===== src/rtl/ddr_fml_arb.sv =====
// Four-port FML arbiter: round-robin grant, latched request replay, one turnaround cycle.
// Define DDR_ARB_ROWHIT_EN to let the last master keep the port on a bank/row hit.
module ddr_fml_arb #(
    parameter int adr_width = 25,
    parameter int page_lsb  = 10,
    parameter int max_hold  = 4
) (
    input  logic                     clk,
    input  logic                     reset,
    input  logic [3:0]               m_wr,
    input  logic [3:0]               m_rd,
    input  logic [4*adr_width-1:0]   m_adr,
    input  logic [511:0]             m_din,
    input  logic [63:0]              m_msk,
    output logic [3:0]               m_done,
    output logic [127:0]             m_dout,
    output logic [3:0]               m_gnt,
    output logic                     s_wr,
    output logic                     s_rd,
    output logic [adr_width-1:0]     s_adr,
    output logic [127:0]             s_din,
    output logic [15:0]              s_msk,
    input  logic                     s_done,
    input  logic [127:0]             s_dout,
    output logic                     proto_err
);

    typedef enum logic [1:0] {IDLE, GRANT, TURN} state_t;

    if (page_lsb >= adr_width || max_hold < 1) begin : gBadCfg
        $error("ddr_fml_arb: page_lsb must be below adr_width and max_hold at least 1");
    end

    state_t                 state_q, state_d;
    logic [1:0]             last_q, last_d;
    logic [3:0]             gnt_q, gnt_d;
    logic                   swr_q, swr_d;
    logic                   srd_q, srd_d;
    logic [adr_width-1:0]   sadr_q, sadr_d;
    logic [127:0]           sdin_q, sdin_d;
    logic [15:0]            smsk_q, smsk_d;
    logic                   err_q, err_d;

    logic [3:0]             req;
    logic                   anyReq;
    logic [1:0]             rrSel;
    logic [1:0]             idx;
    logic [1:0]             sel;
    logic [adr_width-1:0]   adrArr [4];
    logic [127:0]           dinArr [4];
    logic [15:0]            mskArr [4];

    for (genvar i = 0; i < 4; i++) begin : gSlice
        assign adrArr[i] = m_adr[i*adr_width +: adr_width];
        assign dinArr[i] = m_din[i*128 +: 128];
        assign mskArr[i] = m_msk[i*16 +: 16];
    end

    assign req    = m_wr | m_rd;
    assign anyReq = |req;

    // Scanning from the far end lets the nearest requester after last overwrite the others.
    always_comb begin
        rrSel = last_q + 2'd1;
        idx   = '0;
        for (int k = 4; k >= 1; k--) begin
            idx = last_q + 2'(k);
            if (req[idx]) rrSel = idx;
        end
    end

`ifdef DDR_ARB_ROWHIT_EN
    localparam int HW = $clog2(max_hold + 2);

    logic [HW-1:0]  hold_q, hold_d;
    logic           hitOk_q, hitOk_d;
    logic           rowHit;

    // A hit is only honoured in the first idle cycle after a turnaround.
    assign rowHit = hitOk_q && req[last_q]
                 && (adrArr[last_q][adr_width-1:page_lsb] == sadr_q[adr_width-1:page_lsb])
                 && (hold_q < HW'(max_hold));
    assign sel = rowHit ? last_q : rrSel;

    always_comb begin
        hold_d  = hold_q;
        hitOk_d = (state_q == TURN);
        if (state_q == IDLE && anyReq) begin
            if (sel != last_q)
                hold_d = '0;
            else if (hold_q < HW'(max_hold))
                hold_d = hold_q + HW'(1);
        end
    end

    always_ff @(posedge clk or posedge reset) begin
        if (reset) begin
            hold_q  <= '0;
            hitOk_q <= 1'b0;
        end else begin
            hold_q  <= hold_d;
            hitOk_q <= hitOk_d;
        end
    end
`else
    assign sel = rrSel;
`endif

    always_comb begin
        state_d = state_q;
        last_d  = last_q;
        gnt_d   = gnt_q;
        swr_d   = swr_q;
        srd_d   = srd_q;
        sadr_d  = sadr_q;
        sdin_d  = sdin_q;
        smsk_d  = smsk_q;
        err_d   = err_q;
        if (|(m_wr & m_rd)) err_d = 1'b1;
        unique case (state_q)
            IDLE: begin
                if (s_done) err_d = 1'b1;
                if (anyReq) begin
                    state_d = GRANT;
                    last_d  = sel;
                    gnt_d   = 4'b0001 << sel;
                    swr_d   = m_wr[sel];
                    srd_d   = ~m_wr[sel];
                    sadr_d  = adrArr[sel];
                    sdin_d  = dinArr[sel];
                    smsk_d  = mskArr[sel];
                end
            end
            GRANT: begin
                if ((gnt_q & req) == 4'b0) err_d = 1'b1;
                if (s_done) begin
                    state_d = TURN;
                    swr_d   = 1'b0;
                    srd_d   = 1'b0;
                    gnt_d   = 4'b0;
                end
            end
            TURN: begin
                if (s_done) err_d = 1'b1;
                state_d = IDLE;
            end
            default: state_d = IDLE;
        endcase
    end

    always_ff @(posedge clk or posedge reset) begin
        if (reset) begin
            state_q <= IDLE;
            last_q  <= 2'd3;
            gnt_q   <= 4'b0;
            swr_q   <= 1'b0;
            srd_q   <= 1'b0;
            sadr_q  <= '0;
            sdin_q  <= '0;
            smsk_q  <= '0;
            err_q   <= 1'b0;
        end else begin
            state_q <= state_d;
            last_q  <= last_d;
            gnt_q   <= gnt_d;
            swr_q   <= swr_d;
            srd_q   <= srd_d;
            sadr_q  <= sadr_d;
            sdin_q  <= sdin_d;
            smsk_q  <= smsk_d;
            err_q   <= err_d;
        end
    end

    assign m_done    = (state_q == GRANT && s_done) ? gnt_q : 4'b0;
    assign m_dout    = s_dout;
    assign m_gnt     = gnt_q;
    assign s_wr      = swr_q;
    assign s_rd      = srd_q;
    assign s_adr     = sadr_q;
    assign s_din     = sdin_q;
    assign s_msk     = smsk_q;
    assign proto_err = err_q;

endmodule


===== config.mk =====
export PLATFORM = sky130hd
export DESIGN_NAME = ddr_fml_arb
export DESIGN_NICKNAME = d
export VERILOG_FILES = /design/src/rtl/ddr_fml_arb.sv
export SDC_FILE = /design/constraint.sdc
export NUM_CORES = 1
export LEC_CHECK = 0
export BUFFER_PORTS_ARGS = -buffer_cell sky130_fd_sc_hd__buf_2
export CAP_MARGIN = 20
export CELL_PAD_IN_SITES_DETAIL_PLACEMENT = 1
export CELL_PAD_IN_SITES_GLOBAL_PLACEMENT = 1
export CORE_AREA = 3 3 442 444
export DETAILED_ROUTE_END_ITERATION = 12
export DIE_AREA = 0 0 445 447
export PLACE_DENSITY = 0.3
export SETUP_SLACK_MARGIN = 0.15
export SLEW_MARGIN = 10
export SYNTH_ARGS = -nofsm -noshare
export SYNTH_HDL_FRONTEND = slang
export SYNTH_SLANG_ARGS = --single-unit

===== constraint.sdc =====
create_clock -name clk -period 7.3 [get_ports clk]
set_clock_uncertainty 0.05 [all_clocks]
set_input_delay 1.46 -clock clk [delete_from_list [all_inputs] [get_ports clk]]
set_output_delay 1.46 -clock clk [all_outputs]
set_load 0.02 [all_outputs]

==> flow_summary_export.csv, run 1 <==
group,metric,value,unit
drt,drc,0,
floorplanning,dieArea,199000,um2
setup_path,end_kind,"flop",
setup_path,reg2reg_depth,7,
cts,post_cts_buffers,0,
power,p_sw_share,54.6,%
drt,first_pass_iters,7,
setup_path,r2r_start,"last_q[0]$_DFFE_PP1P_",
cts,numCtsBuffers,17,
floorplanning,row_count,161,
finish,final_common_cell,"buf_2",
cts,clock_latency,0.53,ns
global_routing,antenna_found_initial,12,
floorplanning,start_util,6.04,%
finish,drive_gt1_share,55.0,%
floorplanning,die_h,447,um
finish,fill_cells,22900,
yosys,yosys.area_share.xor_xnor,0,%
sta,period_share,56.9,%
power,switching_power,4590,uW
finish,register_area,4510,um2
yosys,synth-warning-count,0,
status,status,"finished clean",
placed_design,place_ws,2.52,ns
min_path,hold_start,"s_din[86]$_DFFE_PP0P_",
cts,cts_tree,"yes",
yosys,synthSimpleGateAreaFrac,6.96,%
power,ir_worst_vdd,241,uV
sta,drv_slew,0,
drt,viasPerCell,2.95,
sta,max_slew_margin,31.9,%
cts,clockBufferDepth,2,
min_path,hold_end,"s_din[86]$_DFFE_PP0P_",
sta,setup_violations,0,
sta,grt_setup_unrepaired,"no",
min_path,min-delay-path-class,"reg -> reg",
run,maxCapViolations,0,
cts,clk_pin_slew,0.08,ns
power,comb_power_share,64.7,%
yosys,syn_inst,1180,
placed_design,place.gp.congestion,0.812,
drt,drtIter0Drc,1283,
sta,hold_viol,0,
finish,area_growth,59.7,%
yosys,syn_area_per_cell,9.82,um2
finish,stdcell_area,18500,um2
yosys,synth_adder_area_share,0.0863,%
setup_path,cp_data_required_time,7.61,ns
global_routing,grt_max_degree,138,
sta,tightest_slew,1.02,ns
setup_path,r2r_slack,3.68,ns
setup_path,critPathLaunchType,"input port",
yosys,ys.flop_type,"dfrtp_1",
power,p_int,3820,uW
yosys,synth_compound_area_share,24.6,%
yosys,synth_cell_type_count,42,
finish,multiInputGateArea,5630,um2
power,power_density,454,nW/um2
yosys,synth_async_sr_flop_share,100,%
yosys,synth_nets,1995,
finish,fin_nets,2657,
power,power_frac_seq,22.7,%
global_routing,overflow,0,
setup_path,cp.arrival,4.47,ns
yosys,syn_area,11600,um2
cts,cts.repair.resized,0,
sta,holdWs,0.479,ns
setup_path,cp_max_fo,28,
power,power_frac_clock,12.6,%
placed_design,dp_hpwl,82.3,mm
setup_path,timing.rr.end,"s_adr[5]$_DFFE_PP0P_",
cts,htreeDepth,4,
cts,cts.sinks,180,
drt,detail_route.wl_per_cell,23.0,um
sta,setup_tns,0,ns
sta,fmax,241,MHz
sta,finalWorstSetupSlack,3.14,ns
cts,hold_buffers,0,
sta,fin_crit,4.16,ns
finish,layout_common_cells,"866 x buf_2, 178 x a21oi_1, 178 x dfrtp_1",
finish,fin_util,9.64,%
drt,num_vias,12900,
yosys,synth_top_family_by_area,"compound AO/OA/AOI/OAI gates",
yosys,synthMuxAreaShare,16.5,%
global_routing,grt_pass1_vias,13800,
placed_design,port_buffers,866,
yosys,synth-seq-area-share,38.9,%
floorplanning,ios,1123,
floorplanning,core_area,192000,um2
global_routing,grt_usage,9.74,%
placed_design,place_area,17900,um2
floorplanning,chipWidth,445,um
drt,routed_wl,101,mm
yosys,synth.ff_latch_count,180,
yosys,synth_edf_count,0,
cts,root_buffer,"clkbuf_16",
global_routing,grt_first_pass_wirelength,130,mm
drt,ant_nets,0,
power,p_leak,0.00766,uW
min_path,min_path_cells,2,
setup_path,critical_path_class,"in -> reg",
## critical path, stage by stage
cell and delay (ns):
buf_2 0.14, nor2_1 0.28, o21ai_1 0.19, a221oi_4 0.62, buf_4 0.47, mux2_2 0.39
a222oi_1 0.75, a21oi_1 0.16
## metal layers
metal / up-vias / GRT usage [%] / part of all wire (%)
met4: 4 / 2.68 / 2.1
li1: 5775 / - / -
met2: 566 / 16.7 / 50
met3: 113 / 6.01 / 13
met1: 6482 / 9.85 / 35
met5: - / 0 / 0.027
## power by group through the flow
stage                     registers, uW  clock network, uW  logic, uW
after floorplan                    2410                  0       2680
after global placement             1940                  0       5720
after detailed placement           1940                  0       5710
after CTS                          1930               1170       5730
after global routing               2000               1200       6050
final                              1910               1060       5440
## cells in the mapped netlist, types with 3 or more instances
cell type  count  area (um2)
mux2_1        80         901
nand2_1        4        15.0
buf_1          8        30.0
buf_6          8        90.1
a222oi_1     170        1700
and3_1         5        31.3
a22o_1         6        52.6
clkbuf_1      80         300
o211ai_1       3        22.5
o21ai_0        5        25.0
dfrtp_1      178        4450
buf_4        130         976
inv_1          7        26.3
a21oi_1      178         891
nor2_1       178         668
buf_2         17        85.1
mux2_2        90        1010
## cell families (layout without fill, tap and decap cells)
kind of cell,after synthesis,after routing
flip-flops,180,180
AO/OA/AOI/OAI,378,378
adder cells (fa/ha/maj),1,1
other,0,4
AND/OR/NAND/NOR,201,201
multiplexers,170,170
buffers and inverters,250,925
## sequential cells by signal, summed over array words and instances, names as in the netlist
signal     flops
s_din        128
s_adr         25
s_msk         16
m_gnt          4
last_q         2
state_q        2
proto_err      1
s_rd           1
s_wr           1
## metrics by stage
stage / instances / power [uW]
after global placement: 4348 / 7650
final: 4385 / 8410
after global routing: 4381 / 9240
after floorplan: 1180 / 5100
after detailed placement: 4348 / 7650
after CTS: 4380 / 8830
## final cells by class
cell class,instances,share of cell area (%)
antenna,4,0.0541
clock inverter,14,0.852
clock buffer,18,2.32
timing repair buffer,886,24.8
multi-input combinational,750,30.4
tap,2526,17.1
inverter,7,0.182
sequential,180,24.3
## worst max path at each step
| stage | startpoint | to | slack, ns | cells past startpoint |
|---|---|---|---|---|
| final | m_rd[1] | s_adr[5]$_DFFE_PP0P_ | 3.14 | 8 |
| after global routing | m_rd[1] | s_din[67]$_DFFE_PP0P_ | 3.07 | 9 |
| after CTS | m_rd[1] | s_din[67]$_DFFE_PP0P_ | 3.16 | 9 |
| after detailed placement | m_rd[1] | s_din[67]$_DFFE_PP0P_ | 2.52 | 9 |
| after global placement | m_rd[1] | s_din[67]$_DFFE_PP0P_ | 2.53 | 9 |
| after floorplan | reset | m_gnt[0]$_DFFE_PP0P_ | 0.91 | 1 |
No activity file was read; power rests on OpenSTA's default activity.
==> inputs of run 2 (changes only) <==
==> constraint.sdc (replaced) <==
create_clock -name clk -period 4.25 [get_ports clk]
set_clock_uncertainty 0.05 [all_clocks]
set_input_delay 0.85 -clock clk [delete_from_list [all_inputs] [get_ports clk]]
set_output_delay 0.85 -clock clk [all_outputs]
set_load 0.02 [all_outputs]
==> flow_summary_export.csv, run 2 (synthesis gave the netlist of run 1 again) <==
group,metric,value,unit
placed_design,dp_hpwl,86.9,mm
drt,routed_wl,103,mm
floorplanning,chipWidth,445,um
finish,fill_cells,22800,
finish,drive_gt1_share,56.1,%
setup_path,cp_max_fo,56,
finish,fin_nets,2698,
global_routing,antenna_found_initial,12,
placed_design,place.gp.congestion,0.818,
cts,cts.sinks,180,
sta,setup_tns,0,ns
drt,viasPerCell,2.96,
placed_design,dp.cells,4390,
setup_path,timing.rr.end,"s_adr[9]$_DFFE_PP0P_",
sta,tightest_slew,1.09,ns
setup_path,r2r_start,"last_q[0]$_DFFE_PP1P_",
floorplanning,row_count,161,
global_routing,grt_first_pass_wirelength,132,mm
floorplanning,die_h,447,um
cts,clk_pin_slew,0.10,ns
placed_design,place_ws,0.411,ns
power,ir_worst_vdd,315,uV
sta,fin_crit,3.37,ns
sta,setup_violations,0,
global_routing,grt_max_degree,96,
setup_path,reg2reg_depth,8,
sta,period_share,79.2,%
sta,max_slew_margin,27.4,%
cts,numCtsBuffers,17,
finish,final_common_cell,"buf_2",
floorplanning,core_area,192000,um2
placed_design,port_buffers,866,
global_routing,grt_usage,9.94,%
cts,cts_tree,"yes",
global_routing,overflow,0,
sta,fmax,297,MHz
cts,hold_buffers,0,
finish,fin_util,9.88,%
floorplanning,dieArea,199000,um2
min_path,min-delay-path-class,"in -> async",
sta,drv_slew,0,
cts,htreeDepth,4,
power,p_leak,0.00791,uW
setup_path,crit_path_start,"last_q[0]$_DFFE_PP1P_",
cts,clockBufferDepth,2,
status,status,"finished clean",
setup_path,cp.arrival,3.69,ns
cts,cts.repair.resized,0,
drt,num_vias,13100,
drt,drc,0,
drt,first_pass_iters,8,
sta,hold_viol,0,
setup_path,critical_path_class,"reg -> reg",
drt,drtIter0Drc,1314,
finish,layout_common_cells,"866 x buf_2, 178 x a21oi_1, 178 x dfrtp_1",
sta,grt_setup_unrepaired,"no",
setup_path,end_kind,"flop",
setup_path,critPathLaunchType,"flop",
sta,finalWorstSetupSlack,0.883,ns
cts,clock_latency,0.54,ns
run,maxCapViolations,0,
setup_path,r2r_slack,0.88,ns
cts,root_buffer,"clkbuf_16",
floorplanning,ios,1123,
drt,detail_route.wl_per_cell,23.4,um
finish,largest_reg_flops,128,
finish,area_growth,63.6,%
global_routing,grt_pass1_vias,14100,
power,power_density,787,nW/um2
drt,ant_nets,0,
cts,post_cts_buffers,0,
finish,layout.cells.non_filler,4427,
floorplanning,start_util,6.04,%
setup_path,cp_data_required_time,4.58,ns
-- run 2: per-stage QoR --
stage / hold WS (ns) / instance area (um2) / power, uW
after floorplan: 0.484 / 11600 / 8750
after global placement: 0.433 / 18300 / 13600
after detailed placement: 0.446 / 18300 / 13600
after CTS: 0.412 / 18900 / 15700
after global routing: 0.419 / 18900 / 16300
final: 0.410 / 19000 / 14900
-- run 2: how the worst max path moves through the flow --
stage | cells after the start | slack (ns) | endpoint
after floorplan | 1 | 1.04 | m_gnt[0]$_DFFE_PP0P_
final | 8 | 0.88 | s_adr[9]$_DFFE_PP0P_
after detailed placement | 9 | 0.41 | s_msk[2]$_DFFE_PP0P_
after CTS | 8 | 0.85 | s_adr[9]$_DFFE_PP0P_
after global placement | 9 | 0.41 | s_adr[9]$_DFFE_PP0P_
after global routing | 8 | 0.78 | s_adr[9]$_DFFE_PP0P_
-- run 2: metal layers --
layer	part of all wire [%]	GRT usage [%]	wire, um
met1	35	10.1	36200
met2	50	16.9	51200
met3	13	5.79	13000
met4	2.7	3.33	2760
met5	0.29	1.03	300
-- run 2: layout make-up --
type | instances | area [um2] | share of cell area, %
multi-input cells | 750 | 5630 | 29.7
inverters | 7 | 30.0 | 0.158
well taps | 2526 | 3160 | 16.7
clock inverters | 13 | 160 | 0.845
repair buffers | 927 | 5000 | 26.4
diodes | 5 | 12.5 | 0.0660
flip-flops and latches | 180 | 4510 | 23.8
clock buffers | 19 | 453 | 2.39
-- run 2: report_power, final --
part           switching, uW  internal [uW]  total (uW)
clock                    966            920        1890
sequential               635           2640        3270
combinational           6330           3420        9760
total                   7930           6980       14900
-- run 2: critical path, stage by stage (launching register included) --
cell and delay, ns:
dfstp_2 0.68, o21bai_1 0.17, o21ai_1 0.16, a221oi_4 0.42, buf_12 0.34, mux2_2 0.38, a222oi_1 0.67, buf_4 0.24
a21oi_1 0.06
